<file path="src/rtl/serial_add_sequencer_pkg.sv">
// Shared definitions for the serial-datapath blocks: FSM state encoding and
// the bit-counter width helper.
package serial_add_sequencer_pkg;

   typedef enum logic [1:0] {
      ST_IDLE  = 2'd0,
      ST_CLEAR = 2'd1,
      ST_SHIFT = 2'd2,
      ST_DONE  = 2'd3
   } state_t;

   // Counter must be able to hold WIDTH itself, hence the extra bit.
   function automatic int unsigned cnt_width(input int unsigned w);
      return $clog2(w) + 1;
   endfunction

endpackage

</file>
<file path="src/rtl/serial_add_sequencer_piso_shift_reg.sv">
// Parallel-in serial-out shift register, LSB first, zero fill from the MSB.
module piso_shift_reg #(
   parameter int unsigned WIDTH = 8
) (
   input  logic             clk,
   input  logic             rst,
   input  logic             load,
   input  logic             shift,
   input  logic [WIDTH-1:0] par_in,
   output logic             ser_out
);

   logic [WIDTH-1:0] q;

   // Load has priority over shift; reset clears the register.
   always_ff @(posedge clk) begin
      if (rst) begin
         q <= '0;
      end else if (load) begin
         q <= par_in;
      end else if (shift) begin
         q <= {1'b0, q[WIDTH-1:1]};
      end
   end

   assign ser_out = q[0];

endmodule

</file>
<file path="src/rtl/serial_add_sequencer.sv">
// Control/datapath stage feeding a Mealy serial adder: latches two operands,
// clears the adder carry, streams bits LSB-first and assembles the sum.
module serial_add_sequencer
   import serial_add_sequencer_pkg::*;
#(
   parameter int unsigned WIDTH = 8
) (
   input  logic             Clock,
   input  logic             Reset,
   input  logic             Start,
   input  logic [WIDTH-1:0] OpA,
   input  logic [WIDTH-1:0] OpB,
   input  logic             S_in,
   output logic             A_out,
   output logic             B_out,
   output logic             AdderEn,
   output logic             AdderRst,
   output logic             Busy,
   output logic             Done,
   output logic [WIDTH-1:0] Result
);

   localparam int unsigned CNT_W = cnt_width(WIDTH);

   state_t           state;
   state_t           next_state;
   logic [CNT_W-1:0] cnt;
   logic [WIDTH-1:0] sum_q;
   logic [WIDTH-1:0] result_q;
   logic [WIDTH-1:0] sum_next;
   logic             load;
   logic             shift;
   logic             last_bit;
   logic             a_lsb;
   logic             b_lsb;

   assign last_bit = (cnt == CNT_W'(WIDTH - 1));
   assign sum_next = {S_in, sum_q[WIDTH-1:1]};

   piso_shift_reg #(.WIDTH(WIDTH)) u_shift_a (
      .clk     (Clock),
      .rst     (Reset),
      .load    (load),
      .shift   (shift),
      .par_in  (OpA),
      .ser_out (a_lsb)
   );

   piso_shift_reg #(.WIDTH(WIDTH)) u_shift_b (
      .clk     (Clock),
      .rst     (Reset),
      .load    (load),
      .shift   (shift),
      .par_in  (OpB),
      .ser_out (b_lsb)
   );

   // State register.
   always_ff @(posedge Clock) begin
      if (Reset) begin
         state <= ST_IDLE;
      end else begin
         state <= next_state;
      end
   end

   // Bit counter, serial sum capture and result register.
   // The final sum bit arrives on the same edge that leaves SHIFT, so Result
   // is loaded from the shifted value to be visible in the DONE cycle.
   always_ff @(posedge Clock) begin
      if (Reset) begin
         cnt      <= '0;
         sum_q    <= '0;
         result_q <= '0;
      end else begin
         unique case (state)
            ST_IDLE: begin
               if (Start) begin
                  cnt <= '0;
               end
            end
            ST_SHIFT: begin
               sum_q <= sum_next;
               cnt   <= cnt + CNT_W'(1);
               if (last_bit) begin
                  result_q <= sum_next;
               end
            end
            default: ;
         endcase
      end
   end

   // Next-state and Moore output decode; outputs held low while Reset is high.
   always_comb begin
      next_state = state;
      load       = 1'b0;
      shift      = 1'b0;
      A_out      = 1'b0;
      B_out      = 1'b0;
      AdderEn    = 1'b0;
      AdderRst   = 1'b0;
      Busy       = 1'b0;
      Done       = 1'b0;
      Result     = '0;
      unique case (state)
         ST_IDLE: begin
            if (Start) begin
               load       = 1'b1;
               next_state = ST_CLEAR;
            end
         end
         ST_CLEAR: begin
            AdderRst   = 1'b1;
            Busy       = 1'b1;
            next_state = ST_SHIFT;
         end
         ST_SHIFT: begin
            shift   = 1'b1;
            AdderEn = 1'b1;
            Busy    = 1'b1;
            A_out   = a_lsb;
            B_out   = b_lsb;
            if (last_bit) begin
               next_state = ST_DONE;
            end
         end
         ST_DONE: begin
            Done       = 1'b1;
            next_state = ST_IDLE;
         end
         default: next_state = ST_IDLE;
      endcase
      if (!Reset) begin
         Result = result_q;
      end else begin
         load     = 1'b0;
         shift    = 1'b0;
         A_out    = 1'b0;
         B_out    = 1'b0;
         AdderEn  = 1'b0;
         AdderRst = 1'b0;
         Busy     = 1'b0;
         Done     = 1'b0;
      end
   end

endmodule
</file>
<file path="config.mk">
export PLATFORM = sky130hd
export DESIGN_NAME = serial_add_sequencer
export DESIGN_NICKNAME = d
export VERILOG_FILES = /design/src/rtl/serial_add_sequencer_pkg.sv /design/src/rtl/serial_add_sequencer_piso_shift_reg.sv /design/src/rtl/serial_add_sequencer.sv
export SDC_FILE = /design/constraint.sdc
export NUM_CORES = 1
export LEC_CHECK = 0
export CAP_MARGIN = 20
export CELL_PAD_IN_SITES_DETAIL_PLACEMENT = 1
export CELL_PAD_IN_SITES_GLOBAL_PLACEMENT = 2
export CORE_MARGIN = 4
export CORE_UTILIZATION = 30
export CTS_CLUSTER_SIZE = 20
export DETAILED_ROUTE_END_ITERATION = 16
export GPL_TIMING_DRIVEN = 0
export PLACE_DENSITY = 0.79
export SKIP_CTS_REPAIR_TIMING = 1
export SYNTH_ARGS = -nofsm -noshare
export SYNTH_HDL_FRONTEND = slang
export SYNTH_SLANG_ARGS = --single-unit
</file>
<file path="constraint.sdc">
create_clock -name Clock -period 2.2 [get_ports Clock]
set_clock_uncertainty 0.1 [all_clocks]
set_input_delay 0.33 -clock Clock [delete_from_list [all_inputs] [get_ports Clock]]
set_output_delay 0.33 -clock Clock [all_outputs]
set_load 0.01 [all_outputs]
</file>
==> impl_metrics.ini, run 1 <==
[status]
status = finished, final reports clean

[power]
power.density_nw_per_um2 = 920
internal_power_mw = 1.43
switching_share = 0.309
leakage_nw = 0.852
pwr-share-comb = 0.298
total_power_mw = 2.07
p_seq_frac = 0.405
vdd_drop_max_uv = 274
power.switching_uw = 641
power.share.clock = 0.298

[cts]
numCtsBuffers = 5
cts_tree = done
clock-root-buffer = clkbuf_8
htree_levels = 2
clk_pin_slew_ns = 0.08
clock_path_buffers = 2
worstSkewPairLatency_ns = 0.29
clock_sinks = 37

[floorplan]
io_pins = 34
start_util = 0.309
die_y_um = 83.3
dieArea_um2 = 6940
core_area_um2 = 5510
die_x_um = 83.3
rows = 27

[drt]
first_pass_iters = 4
drc_errors = 0
post_drt_wl_per_cell_um = 13.7
dr.first_iter.drc_count = 26
routed_via_density = 4.70
dr_total_vias = 1411
routed_wl_um = 4120
ant_nets = 0

[global_routing]
met2_usage = 0.203
grt_max_degree = 13
grt.overflow.total = 0
use_met3 = 0.0397
track_usage = 0.126
grt_pass1_vias = 1480
grt_pass1_wl_um = 7160
top_usage_layer = met2
use_met1 = 0.157
antenna_found_initial = 0

[hold_path]
hold_start = result_q[1]
hold_depth = 2
holdCritPathClass = reg -> reg
min_to = result_q[1]

[worst_setup_path]
timing.critical_path.mode_cell = clkbuf_1
start_kind = primary input
path_max_fanout = 10
reg2reg_slack_ns = 0.38
end_kind = primary output
worstPathArrival_ns = 1.64
worst_path_largest_cell_delay_ns = 0.50
required_ns = 1.77
reg2reg_to = u_shift_b.q[5]
slowest_stage = clkdlybuf4s50_1
timing.rr.start = state[0]
crit_chain = clkbuf_1 > clkbuf_1 > nor2b_1 > clkdlybuf4s50_1
reg2regPathDepth = 6
critPathKind = in -> out

[finish]
num-nets-final = 254
final_common_cell = dfxtp_1
layout_common_cells = dfxtp_1, clkdlybuf4s50_1, nor2_1, mux2i_1, nand2_1
stdcell_area_um2 = 2250
layout-drive-gt1-share = 0.0789
nFillCells = 653
multiInputGateArea_um2 = 886
n_antenna_cell = 0
regArea_um2 = 743
area_growth_pct = 32.5
final-instance-count-excl-fill = 300

[synthesis]
synthXorXnorAreaFrac = 0
synth-seq-cells = 37
ys_warn_count = 0
synthCells = 188
synth_top_family_by_area = simple AND/OR/NAND/NOR gates
yosys.area.top_type = dfxtp_1
synth_area_um2 = 1700
synth_nets = 215
synth_cell_type_count = 26
synth_compound_area_frac = 0.122
yosysSeqAreaShare = 0.436
synth-simple-area-share = 0.211
avgSynthCellArea_um2 = 9.04
synth_mux_area_frac = 0.136
synth_top_area_share = 0.436
synth_adder_area_share = 0.0515
ys_top_cells_by_area = dfxtp_1, mux2i_1, a211oi_1, nor2_1, ha_1

[timing]
whs_ns = 0.354
finalSetupViolCount = 0
grt_setup_unrepaired = false
drv_slew = 0
fin_crit_ns = 2.07
max_slew_margin = 0.662
fin_crit_sh = 0.941
setup_ws_ns = 0.131
tightest_slew_ns = 0.507
hold_viol = 0
max_freq_mhz = 483

[job]
drv_cap = 0

[placement]
port_buffers = 32
placedCellCount = 292
place_ws_ns = -0.105
place_hpwl_um = 2960
placed_area_um2 = 2110
place_congestion = 0.727
[state kept, by name, indices dropped and copies added, names as in the netlist]
| signal | cells |
|---|---|
| sum_q | 7 |
| state | 2 |
| result_q | 8 |
| u_shift_b.q | 8 |
| u_shift_a.q | 8 |
| cnt | 4 |
[final cells by class]
class | count | area share
tap | 72 | 0.0400
clock buffer | 6 | 0.0366
inverter | 3 | 0.00500
multi-input combinational | 134 | 0.393
sequential | 37 | 0.330
buffer | 14 | 0.0322
timing repair buffer | 32 | 0.147
clock inverter | 2 | 0.0167
[logic make-up (layout without fill, tap and decap cells)]
kind of cell / after synthesis / in the layout
AND/OR/NAND/NOR: 72 / 72
flip-flops: 37 / 37
AO/OA/AOI/OAI: 32 / 32
multiplexers: 23 / 23
buffers and inverters: 17 / 57
adder cells (fa/ha/maj): 7 / 7
[synth_stat cells, drive strengths merged]
master  number
a211oi      14
a21boi       1
a21oi       13
a31oi        1
a32oi        1
and4b        1
buf          4
clkbuf      10
dfxtp       37
ha           7
inv          3
mux2         1
mux2i       22
nand2       19
nand2b       1
nand3        4
nand3b       5
nand4b       1
nor2        24
nor2b       14
nor3b        2
o21a         1
o31ai        1
or4b         1
[power groups by stage]
stage / Sequential [mW] / Clock (mW) / Combinational [mW]
2_1_floorplan: 0.828 / 0 / 0.446
3_3_place_gp: 0.848 / 0 / 0.613
3_5_place_dp: 0.850 / 0 / 0.619
4_1_cts: 0.836 / 0.644 / 0.622
5_1_grt: 0.853 / 0.679 / 0.692
6_report: 0.838 / 0.617 / 0.617
[stage by stage]
stage	TNS (ns)	util
final	0	0.409
after detailed placement	-0.105	0.383
after global placement	-0.0816	0.383
after CTS	-0.851	0.405
after floorplan	0	-
after global routing	0	0.409
[layer usage]
layer,part of all wire,up-vias
met5,0,-
met2,0.46,25
met1,0.48,658
met4,0.016,0
met3,0.043,7
li1,-,721
[worst max-delay path by stage]
stage                        start         to  slack [ns]  cells after the start
after floorplan           state[0]    AdderEn        0.56                      5
after global placement    state[0]    AdderEn       -0.08                      6
after detailed placement  state[0]    AdderEn       -0.10                      6
after CTS                 state[0]    AdderEn       -0.43                      6
after global routing      state[0]    AdderEn        0.04                      6
final                        Reset  Result[6]        0.13                      4
[worst max-delay path, delay by kind of cell]
family / cells / cell delay [ns]
AND/OR/NAND/NOR: 1 / 0.12
buffers and inverters: 3 / 1.19
Power figures use the tool's default switching activity.
==> run 2: changes to the inputs <==
PLACE_DENSITY = default   (was 0.79)
PLACE_DENSITY_LB_ADDON = 0.1   (was default)
RECOVER_POWER = 50   (was default)
==> run 2 against run 1 <==
Against the previous run:
- wire length increased by 11%
- count of clock-buffer cells in the layout rose by 1
- die area did not move
- worst hold slack better by 0.0042 ns
- core utilization decreased by 0.70 points
- clock power is 20% lower
- first-iteration DRC count rose to 2.5 times the previous value
- total power fell by 5.6%
- global-route usage is 1.3 points higher
- critical path depth did not move
- cell count shrank 0.33%
- critical endpoint is now AdderRst
- largest power group unchanged
==> impl_metrics.ini, run 2 (synthesis results as in run 1) <==
[status]
status = finished, final reports clean

[timing]
max_slew_margin = 0.647
max_freq_mhz = 494
grt_setup_unrepaired = false
fin_crit_sh = 0.920
fin_crit_ns = 2.02
whs_ns = 0.359
hold_viol = 0
setup_ws_ns = 0.176
finalSetupViolCount = 0
tightest_slew_ns = 0.529
drv_slew = 0

[power]
power.switching_uw = 647
leakage_nw = 0.825
power.share.clock = 0.252
total_power_mw = 1.96
p_seq_frac = 0.427
internal_power_mw = 1.31
pwr-share-comb = 0.320
vdd_drop_max_uv = 364
power.density_nw_per_um2 = 883
switching_share = 0.331

[worst_setup_path]
reg2reg_to = state[1]
end_kind = primary output
reg2reg_slack_ns = 0.30
start_kind = flop
reg2regPathDepth = 5
critPathKind = reg -> out
cp-startpoint = state[1]
required_ns = 1.77
worstPathArrival_ns = 1.59
timing.rr.start = state[1]
path_max_fanout = 4
critPathCapture = AdderRst

[floorplan]
core_area_um2 = 5510
die_y_um = 83.3
start_util = 0.309
die_x_um = 83.3
rows = 27
io_pins = 34
dieArea_um2 = 6940

[cts]
htree_levels = 2
worstSkewPairLatency_ns = 0.29
clock_sinks = 37
clock-root-buffer = clkbuf_8
cts_tree = done
clock_path_buffers = 2
numCtsBuffers = 5
clk_pin_slew_ns = 0.07

[placement]
placed_area_um2 = 2110
port_buffers = 32
place_congestion = 0.713
place_hpwl_um = 3300
place_ws_ns = -0.129

[job]
drv_cap = 0

[global_routing]
grt.overflow.total = 0
grt_pass1_vias = 1537
track_usage = 0.140
grt_pass1_wl_um = 7820
grt_max_degree = 11
antenna_found_initial = 0

[drt]
first_pass_iters = 4
post_drt_wl_per_cell_um = 15.2
routed_via_density = 4.85
routed_wl_um = 4560
ant_nets = 0
dr.first_iter.drc_count = 65
drc_errors = 0
dr_total_vias = 1450

[finish]
final_common_cell = dfxtp_1
reg_top3 = result_q (8), u_shift_a.q (8), u_shift_b.q (8)
layout-drive-gt1-share = 0.0705
num-nets-final = 254
area_growth_pct = 30.2
layout_common_cells = dfxtp_1, clkdlybuf4s50_1, nor2_1, mux2i_1, nand2_1
n_antenna_cell = 0
stdcell_area_um2 = 2210

[hold_path]
holdCritPathClass = reg -> reg
hold_depth = 2
==> run 2: cell count changes in the layout (fill, tap and decap cells not counted) <==
cell / before / now
a21boi_0: 0 / 1
a21boi_1: 1 / 0
bufinv_16: 1 / 0
clkbuf_2: 1 / 2
clkdlybuf4s25_1: 0 / 1
clkinvlp_4: 1 / 0
dfxtp_1: 35 / 36
dfxtp_2: 2 / 1
dlymetal6s2s_1: 4 / 3
inv_1: 2 / 1
inv_2: 1 / 2
nand2b_1: 0 / 1
nand2b_2: 1 / 0
==> run 2: metal layers <==
layer  up-vias  global-route usage  share of wire
met5         -                   0              0
met4         0              0.0401          0.011
met3         7              0.0387          0.031
met2        21               0.228           0.46
met1       702               0.180           0.50
li1        720                   -              -
==> run 2: worst min-delay path by stage <==
stage	start	slack, ns	to
2_1_floorplan	sum_q[1]	0.33	result_q[0]
3_3_place_gp	result_q[1]	0.34	result_q[1]
3_5_place_dp	result_q[2]	0.35	result_q[2]
4_1_cts	result_q[2]	0.36	result_q[2]
5_1_grt	result_q[3]	0.39	result_q[3]
6_report	result_q[2]	0.36	result_q[2]
==> run 2: power by group through the flow <==
stage / Sequential, mW / Combinational [mW] / Clock (mW)
global route: 0.851 / 0.707 / 0.532
detailed placement: 0.849 / 0.633 / 0
CTS: 0.833 / 0.639 / 0.513
global placement: 0.844 / 0.613 / 0
floorplan: 0.828 / 0.446 / 0
finish: 0.836 / 0.627 / 0.493
==> run 2: layout make-up <==
class	count	area, µm²
Fill cell	658	3290
Multi-Input combinational cell	134	883
Sequential cell	37	742
Buffer	14	73.8
Timing Repair Buffer	32	328
Tap cell	72	90.1
Inverter	3	11.3
Clock buffer	7	86.3
==> run 2: critical path, stage by stage, from the launching register on <==
cell and delay, ns:
dfxtp_1 0.35, inv_1 0.14, ha_1 0.15, nor2b_1 0.12, clkdlybuf4s50_1 0.54
==> run 2: stage by stage <==
| step | instances | setup TNS (ns) | util |
|---|---|---|---|
| 6_report | 299 | 0 | 0.402 |
| 5_1_grt | 299 | 0 | 0.402 |
| 4_1_cts | 299 | -0.972 | 0.399 |
| 3_3_place_gp | 292 | -0.0854 | 0.383 |
| 3_5_place_dp | 292 | -0.129 | 0.383 |
| 2_1_floorplan | 188 | 0 | - |
==> run 3: changes to the inputs <==
CORE_MARGIN = 2   (was 4)
REMOVE_ABC_BUFFERS = 1   (was default)
==> run 3 against run 2 <==
Against the previous run:
- critical path type unchanged
- worst hold slack worse by 0.0083 ns
- die area is 9.4% lower
- total power is 2.5% higher
- largest cell class unchanged
- core utilization is 0.20 points lower
==> impl_metrics.ini, run 3 (synthesis results as in run 1) <==
[power]
p_seq_frac = 0.421
power.density_nw_per_um2 = 910
switching_share = 0.311
vdd_drop_max_uv = 472
power.share.clock = 0.281
total_power_mw = 2.00
pwr-share-comb = 0.299
power.switching_uw = 623
internal_power_mw = 1.38
leakage_nw = 0.821

[cts]
clock_sinks = 37
cts_tree = done
clk_pin_slew_ns = 0.07
clock-root-buffer = clkbuf_8
htree_levels = 2
numCtsBuffers = 5
clock_path_buffers = 2
worstSkewPairLatency_ns = 0.28

[finish]
nFillCells = 634
reg_top3 = result_q (8), u_shift_a.q (8), u_shift_b.q (8)
final_common_cell = dfxtp_1
num-nets-final = 242
n_antenna_cell = 0
area_growth_pct = 29.6
post-route-util = 0.400
stdcell_area_um2 = 2200
layout-drive-gt1-share = 0.0744
final-instance-count-excl-fill = 287
layout_common_cells = dfxtp_1, clkdlybuf4s50_1, nor2_1, mux2i_1, nand2_1

[worst_setup_path]
reg2regPathDepth = 5
worstPathArrival_ns = 1.61
critPathKind = reg -> out
reg2reg_to = state[1]
cp-startpoint = state[1]
start_kind = flop
reg2reg_slack_ns = 0.26
critPathCapture = AdderRst
required_ns = 1.77
end_kind = primary output
path_max_fanout = 4
timing.rr.start = state[0]

[drt]
drc_errors = 0
highest_layer = met4
routed_via_density = 4.84
ant_nets = 0
routed_wl_um = 3810
wl_met3_um = 102
dr.first_iter.drc_count = 55
first_pass_iters = 4
wl_met1_um = 1750
wl_met2_um = 1900
post_drt_wl_per_cell_um = 13.3
dr_total_vias = 1389

[floorplan]
die_y_um = 79.3
start_util = 0.309
io_pins = 34
die_x_um = 79.3
core_area_um2 = 5510
rows = 27
dieArea_um2 = 6290

[hold_path]
hold_depth = 2
holdCritPathClass = reg -> reg

[placement]
place_ws_ns = -0.156
placed_area_um2 = 2080
placedCellCount = 280
place_congestion = 0.682
port_buffers = 33
place_hpwl_um = 2640

[timing]
setup_ws_ns = 0.158
finalSetupViolCount = 0
fin_tns_setup_ns = 0
whs_ns = 0.350
hold_viol = 0
fin_crit_sh = 0.928
max_freq_mhz = 490
grt_setup_unrepaired = false
fin_crit_ns = 2.04
max_slew_margin = 0.600
drv_slew = 0
tightest_slew_ns = 0.600

[job]
drv_cap = 0

[global_routing]
antenna_found_initial = 0
grt_pass1_vias = 1422
grt.overflow.total = 0
grt_max_degree = 53
grt_pass1_wl_um = 6420
track_usage = 0.130

[status]
status = finished, final reports clean
-- run 3: changes by cell type in the layout (fill, tap and decap cells not counted), sizes merged --
cell / change
clkdlybuf4s25: -1
buf: -3
clkbuf: -11
clkinv: +1
bufinv: +1
dlymetal6s2s: +1
-- run 3: final cells by class --
type | instances | area, µm² | share of cell area
clock buffers | 5 | 68.8 | 0.0312
clock inverters | 2 | 35.0 | 0.0159
inverters | 3 | 11.3 | 0.00511
multi-input cells | 134 | 913 | 0.415
flip-flops and latches | 37 | 742 | 0.337
well taps | 72 | 90.1 | 0.0409
repair buffers | 34 | 343 | 0.156
-- run 3: worst max-delay path, stage by stage (launching register included) --
cell	delay, ns
dfxtp_2	0.37
inv_1	0.14
ha_1	0.15
nor2b_1	0.13
clkdlybuf4s50_1	0.55
-- run 3: how the worst min path moves through the flow --
stage                startpoint           to
finish              result_q[5]  result_q[5]
global route        result_q[1]  result_q[1]
detailed placement  result_q[5]  result_q[5]
floorplan                 Reset       cnt[0]
global placement    result_q[6]  result_q[6]
CTS                 result_q[5]  result_q[5]
-- run 3: metal layers --
| layer | vias up | global-route usage |
|---|---|---|
| li1 | 703 | - |
| met1 | 654 | 0.146 |
| met2 | 24 | 0.233 |
| met3 | 8 | 0.0341 |
| met4 | 0 | 0.0517 |
| met5 | - | 0 |
-- run 3: power groups by stage --
stage	sequential, mW	clock [mW]	combinational (mW)
2_1_floorplan	0.828	0	0.414
3_3_place_gp	0.842	0	0.571
3_5_place_dp	0.849	0	0.619
4_1_cts	0.835	0.589	0.624
5_1_grt	0.857	0.617	0.667
6_report	0.843	0.562	0.599
